--- src/rtl/bist_err_logger.sv ---
// Multi-channel BIST error logger: per-channel pending capture, round-robin push into a record FIFO,
// sticky status and saturating error count. Optional capture timestamps with BIST_LOG_TIMESTAMP_EN.

module bist_err_lane #(
  parameter int CODE_W = 8
`ifdef BIST_LOG_TIMESTAMP_EN
  , parameter int TS_W = 12
`endif
) (
  input  logic              clk,
  input  logic              res_n,
  input  logic              clr,
  input  logic              flag,
  input  logic [CODE_W-1:0] code,
  input  logic              gnt,
`ifdef BIST_LOG_TIMESTAMP_EN
  input  logic [TS_W-1:0]   ts,
  output logic [TS_W-1:0]   pts,
`endif
  output logic              pend,
  output logic [CODE_W-1:0] pcode,
  output logic              ovf
);

  // A slot freed by this edge's grant may be refilled at the same edge; otherwise the first code is kept.
  always_ff @(posedge clk or negedge res_n) begin
    if (!res_n) begin
      pend  <= 1'b0;
      pcode <= '0;
      ovf   <= 1'b0;
`ifdef BIST_LOG_TIMESTAMP_EN
      pts   <= '0;
`endif
    end else if (clr) begin
      pend  <= 1'b0;
      pcode <= '0;
      ovf   <= 1'b0;
`ifdef BIST_LOG_TIMESTAMP_EN
      pts   <= '0;
`endif
    end else if (flag) begin
      if (!pend || gnt) begin
        pend  <= 1'b1;
        pcode <= code;
`ifdef BIST_LOG_TIMESTAMP_EN
        pts   <= ts;
`endif
      end else begin
        ovf <= 1'b1;
      end
    end else if (gnt) begin
      pend <= 1'b0;
    end
  end

endmodule

module bist_err_logger #(
  parameter int NCH    = 4,
  parameter int CODE_W = 8,
  parameter int DEPTH  = 8,
  parameter int CNT_W  = 16,
  parameter int TS_W   = 12,
  localparam int CHW   = (NCH > 1) ? $clog2(NCH) : 1,
  localparam int LW    = $clog2(DEPTH) + 1,
`ifdef BIST_LOG_TIMESTAMP_EN
  localparam int REC_W = TS_W + CHW + CODE_W
`else
  localparam int REC_W = CHW + CODE_W
`endif
) (
  input  logic                  clk,
  input  logic                  res_n,
  input  logic                  clr,
  input  logic [NCH-1:0]        err_flag,
  input  logic [NCH*CODE_W-1:0] err_code,
  input  logic                  rd_en,
  output logic                  rd_valid,
  output logic [REC_W-1:0]      rd_data,
  output logic [LW-1:0]         fifo_lvl,
  output logic                  err_any,
  output logic [NCH-1:0]        ovf,
  output logic [CNT_W-1:0]      err_cnt
);

  localparam int AW = $clog2(DEPTH);

  logic [NCH-1:0]             pend, gnt;
  logic [NCH-1:0][CODE_W-1:0] pcode;
  logic [CHW-1:0]             rr_ptr, gidx, idx;
  logic                       gnt_any, pop, full, push_ok;
  logic [DEPTH-1:0][REC_W-1:0] mem;
  logic [AW-1:0]              wptr, rptr;
  logic [REC_W-1:0]           rec;
  logic [CHW:0]               pc;
  logic [CNT_W:0]             sum;
  logic [CNT_W-1:0]           cnt_nxt;

`ifdef BIST_LOG_TIMESTAMP_EN
  logic [TS_W-1:0]            ts;
  logic [NCH-1:0][TS_W-1:0]   pts;

  always_ff @(posedge clk or negedge res_n) begin
    if (!res_n)   ts <= '0;
    else if (clr) ts <= '0;
    else          ts <= ts + 1'b1;
  end
`endif

  genvar g;
  generate
    for (g = 0; g < NCH; g++) begin : g_lane
      bist_err_lane #(
        .CODE_W(CODE_W)
`ifdef BIST_LOG_TIMESTAMP_EN
        , .TS_W(TS_W)
`endif
      ) u_lane (
        .clk  (clk),
        .res_n(res_n),
        .clr  (clr),
        .flag (err_flag[g]),
        .code (err_code[g*CODE_W +: CODE_W]),
        .gnt  (gnt[g]),
`ifdef BIST_LOG_TIMESTAMP_EN
        .ts   (ts),
        .pts  (pts[g]),
`endif
        .pend (pend[g]),
        .pcode(pcode[g]),
        .ovf  (ovf[g])
      );
    end
  endgenerate

  assign rd_valid = (fifo_lvl != '0);
  assign full     = (fifo_lvl == LW'(DEPTH));
  assign pop      = rd_en && rd_valid;
  assign push_ok  = !full || pop;
  assign rd_data  = rd_valid ? mem[rptr] : '0;

  // Round-robin: first pending channel at or after rr_ptr, cyclically.
  always_comb begin
    gnt_any = 1'b0;
    gidx    = '0;
    idx     = '0;
    gnt     = '0;
    for (int k = 0; k < NCH; k++) begin
      idx = CHW'((int'(rr_ptr) + k) % NCH);
      if (!gnt_any && pend[idx]) begin
        gnt_any = 1'b1;
        gidx    = idx;
      end
    end
    if (!push_ok || clr) gnt_any = 1'b0;
    if (gnt_any) gnt[gidx] = 1'b1;
  end

`ifdef BIST_LOG_TIMESTAMP_EN
  assign rec = {pts[gidx], gidx, pcode[gidx]};
`else
  assign rec = {gidx, pcode[gidx]};
`endif

  always_comb begin
    pc = '0;
    for (int i = 0; i < NCH; i++) pc = pc + (CHW+1)'(err_flag[i]);
    sum     = {1'b0, err_cnt} + (CNT_W+1)'(pc);
    cnt_nxt = sum[CNT_W] ? '1 : sum[CNT_W-1:0];
  end

  always_ff @(posedge clk) begin
    if (gnt_any) mem[wptr] <= rec;
  end

  always_ff @(posedge clk or negedge res_n) begin
    if (!res_n) begin
      wptr     <= '0;
      rptr     <= '0;
      fifo_lvl <= '0;
      rr_ptr   <= '0;
      err_any  <= 1'b0;
      err_cnt  <= '0;
    end else if (clr) begin
      wptr     <= '0;
      rptr     <= '0;
      fifo_lvl <= '0;
      rr_ptr   <= '0;
      err_any  <= 1'b0;
      err_cnt  <= '0;
    end else begin
      if (gnt_any) begin
        wptr   <= wptr + 1'b1;
        rr_ptr <= (gidx == CHW'(NCH-1)) ? '0 : gidx + 1'b1;
      end
      if (pop) rptr <= rptr + 1'b1;
      case ({gnt_any, pop})
        2'b10:   fifo_lvl <= fifo_lvl + 1'b1;
        2'b01:   fifo_lvl <= fifo_lvl - 1'b1;
        default: fifo_lvl <= fifo_lvl;
      endcase
      if (|err_flag) err_any <= 1'b1;
      err_cnt <= cnt_nxt;
    end
  end

endmodule

--- config.mk ---
export PLATFORM = sky130hd
export DESIGN_NAME = bist_err_logger
export DESIGN_NICKNAME = d
export VERILOG_FILES = /design/src/rtl/bist_err_logger.sv
export SDC_FILE = /design/constraint.sdc
export NUM_CORES = 1
export LEC_CHECK = 0
export BUFFER_PORTS_ARGS = -buffer_cell sky130_fd_sc_hd__buf_2
export CAP_MARGIN = 25
export CORE_ASPECT_RATIO = 0.5
export CORE_MARGIN = 3
export CORE_UTILIZATION = 55
export CTS_BUF_LIST = sky130_fd_sc_hd__clkbuf_4 sky130_fd_sc_hd__clkbuf_8
export DETAILED_ROUTE_END_ITERATION = 16
export GPL_TIMING_DRIVEN = 0
export PLACE_DENSITY = 0.79
export SYNTH_ARGS = -nofsm -noshare
export SYNTH_HDL_FRONTEND = slang
export SYNTH_HIERARCHICAL = 1
export SYNTH_SLANG_ARGS = --single-unit
export TNS_END_PERCENT = 20
--- constraint.sdc ---
create_clock -name clk -period 2.4 [get_ports clk]
set_input_delay 0 -clock clk [delete_from_list [all_inputs] [get_ports clk]]
set_output_delay 0 -clock clk [all_outputs]
set_load 0.02 [all_outputs]
==> impl_results.md <==
- Inserted Diodes: 0
- Die outline area: ~14000 µm²
- Final clock period utilization by the worst path: 1.00
- Post-synth top area cell: edfxtp_1
- EDFF count, synth: 80
- Total placed cells including tap cells: 770
- Total DRC errors in the routed layout: 0
- Layout overhead on the synthesized area: 21.8%
- Sequential element share of the synthesized area: 0.579
- Number of maximum-capacitance violations: 0
- Synth Area per Inst: roughly 14 µm²
- Core area: 12200 µm²
- Cell types with the largest area share after synthesis: edfxtp_1 34%, dfrtp_1 24%, mux2i_1 9.5%, mux4_2 6.3%, nand2b_1 5.9%
- Net switching power figure: around 2.4 mW
- Number of antenna-violating nets in the routed design: 0
- HPWL after detailed placement: around 10000 µm
- Number of global-route vias before repair: 4706
- Commonest register cell after synthesis: edfxtp_1
- Clk pwr share: 0.288
- Count of final hold-check violations: 0
- Initial standard-cell utilization of the core: 0.584
- Failing checks: negative setup slack
- Distinct cells, synth: 48
- Count of endpoints failing setup in the final report: 10
- Share of the synthesized area in the top cell type: 0.337
- Share of synthesized flip-flops with an asynchronous set or reset: 0.463
- Actual slew at the worst max-slew pin: 0.968 ns
- Final min period: approximately 2.4 ns
- Number of cell rows: 28
- Achievable clock frequency: 0.416 GHz
- Cell-internal power: just over 5 mW
- Total vias in the final route: ~4600
- Status: complete, but fails checks
- Clock latency of the later-clocked register in the worst-skew pair: 0.44 ns
- Share of power burned in combinational logic: 0.279
- Maximum number of pins on one net before global-route repair: 70
- H-tree depth: 4
- Area after DPL: 7760 µm²
- Via/cell ratio: approximately 5.5
- Post-synth net total: just under 600
- CTS Buf Count: 17
- Critical-path maximum fanout: 10
- First drt pass iteration count: 5
- Element type at the critical path start: register
- Number of synthesized register bits: between 100 and 150
- Routed Wire Length: roughly 15000 µm
- Number of slew-limit violations in the final report: 0
- Number of warnings printed during yosys synthesis: 6
- Wire length per cell after detailed routing: about 18 µm
- Synthesized instance count: ~530
- Switching share of power: 0.319
- Required time of the critical path: approximately 2.5 ns
- RSZ-0062 raised after global routing: true
- Sequential Power Share: 0.433
- Global router's overall resource usage: 0.219
- Number of non-filler instances in the completed layout: 841
- IR drop worst, VDD: ~440 µV
- CTS clk-pin slew, worst paths: around 0.080 ns
- Category of the worst setup path capture point: register
- Clock tree from TritonCTS: done
- CP arrival: between 2 and 2.5 ns
- Ratio of total power to cell area: ~850 nW/µm²
- Die outline height: 86.5 µm
- Root buffer cell: clkbuf_8
- Class of the worst hold path: in -> reg
- Slack of the worst reg-to-reg path: -0.005 ns
- Ports placed on the boundary: 76
- Fin Clk Skew: 0.00827 ns
- Number of nets in the layout: 717
- Remaining Overflow, GRT: 0
- Share of post-route cells with drive strength above 1: 0.262
- Number of antenna violations at the first check in global routing: 0
- Critical path class: reg -> reg
- Wire length of the first global-routing pass: approximately 24000 µm
- Area of the mapped netlist: around 7100 µm²
- Leakage power: between 3 and 4 nW
- Longest Clk Path Bufs: 2
- Minimum setup slack in the final design: -0.00549 ns
- Floorplan die width: between 150 and 200 µm
- Port bufs: between 70 and 80
- Relative slew slack: 0.351
- Sinks on the clock net: 149
- Area of all placed cells without fillers: between 8000 and 9000 µm²
- Gp weighted congestion: roughly 0.81
- Number of violations reported at the end of detailed-routing iteration 0: between 300 and 400
layout make-up:
cell class / instances / area [µm²]
Tap cell: 165 / 206
Clock buffer: 17 / 234
Sequential cell: 149 / 4130
Multi-Input combinational cell: 338 / 2850
Inverter: 16 / 60.1
Buffer: 25 / 189
Clock inverter: 14 / 196
Timing Repair Buffer: 117 / 816
Fill cell: 828 / 3540
power by group through the flow:
stage,sequential [mW],combinational [mW],clock (mW)
after floorplan,3.25,1.34,0
after global placement,3.22,1.89,0
after detailed placement,3.23,1.96,0
after CTS,3.18,2.03,2.15
after global routing,3.23,2.26,2.26
final,3.20,2.06,2.13
layer usage:
layer	up-vias	wire length, µm	part of all wire	GRT usage
met1	2286	6970	0.46	0.309
li1	2159	-	-	-
met5	-	0	0	0
met2	127	7060	0.47	0.354
met3	21	796	0.053	0.0446
met4	0	207	0.014	0.0636
cells by family (layout without fill, tap and decap cells):
family,Yosys count,count (layout),share of synthesized area
simple gates,175,175,0.146
xor+xnor,16,16,0.0196
flops,149,149,0.579
compound gates,46,46,0.0403
buf+inv,41,189,0.0309
mux,88,88,0.159
fa+ha+maj,13,13,0.0260
through the flow:
step                setup slack [ns]  setup TNS (ns)  total power [mW]  hold slack [ns]  utilization
finish                      -0.00549         -0.0248              7.39            0.116        0.710
global placement              -0.950          -41.30              5.11            0.262        0.631
CTS                           -0.278          -10.55              7.36           0.0916        0.702
global route                  -0.138           -1.60              7.75            0.109        0.710
detailed placement            -0.269          -12.30              5.19            0.173        0.635
floorplan                     -0.107           -3.14              4.59           -0.296            -
final timing paths:
check | depth (start not counted) | endpoint | from
min reg2reg | 2 | g_lane[0].u_lane/ovf$_DFFE_PN0P_ | g_lane[0].u_lane/ovf$_DFFE_PN0P_
max | 6 | mem[18]$_DFFE_PP_ | fifo_lvl[1]$_DFFE_PN0P_
max reg2reg | 6 | mem[18]$_DFFE_PP_ | fifo_lvl[1]$_DFFE_PN0P_
min | 4 | g_lane[3].u_lane/pcode[4]$_DFFE_PN0P_ | err_flag[3]
min in group asynchronous | 2 | rptr[2]$_DFFE_PN0P_ | res_n
max in group asynchronous | 2 | fifo_lvl[3]$_DFFE_PN0P_ | res_n
cell usage in the layout (no fill, tap or decap), types with 5 or more instances in the layout:
cell	count
mux2i_1	68
buf_2	78
a21oi_1	23
dfrtp_1	67
xnor2_1	9
nor2_1	34
inv_6	6
o21ai_0	9
dlygate4sd3_1	38
edfxtp_1	80
nand3_1	5
inv_1	16
xor2_1	7
buf_4	7
buf_6	7
clkbuf_1	6
clkbuf_8	17
mux4_2	20
nand2b_1	67
nor3_1	7
nand2_1	22
ha_1	10
cell usage after synthesis, drive strengths merged, types with 4 or more instances:
cell type	number
o21ai	10
nor3b	4
xor2	7
xnor2	9
dfrtp	69
nor2b	12
nor2	35
ha	10
mux4	20
and2	4
buf	18
a21oi	23
clkbuf	7
nand3	5
nand2b	67
nand2	23
inv	16
edfxtp	80
mux2i	68
a31oi	4
nor3	10
sequential cells by signal (all words and copies together), names as in the netlist:
name	flops
g_lane.u_lane/pend	4
g_lane.u_lane/pcode	32
fifo_lvl	4
err_any	1
err_cnt	16
wptr	3
rptr	3
g_lane.u_lane/ovf	4
mem	80
rr_ptr	2
timing repair:
action	in CTS	in global routing
gates resized for setup	3	16
gates cloned	0	0
endpoints found under the setup margin	87	106
pin swaps	0	3
buffers inserted	0	2
hold buffers	38	0
hold endpoints to repair	112	0
worst max-delay path, cell delays in order (launching register included):
cell	delay, ns
dfrtp_1	0.36
buf_2	0.25
nor3_2	0.11
a211oi_2	0.41
buf_4	0.25
nand2_2	0.15
nor3_4	0.50
(Power assumes the default switching activity.)
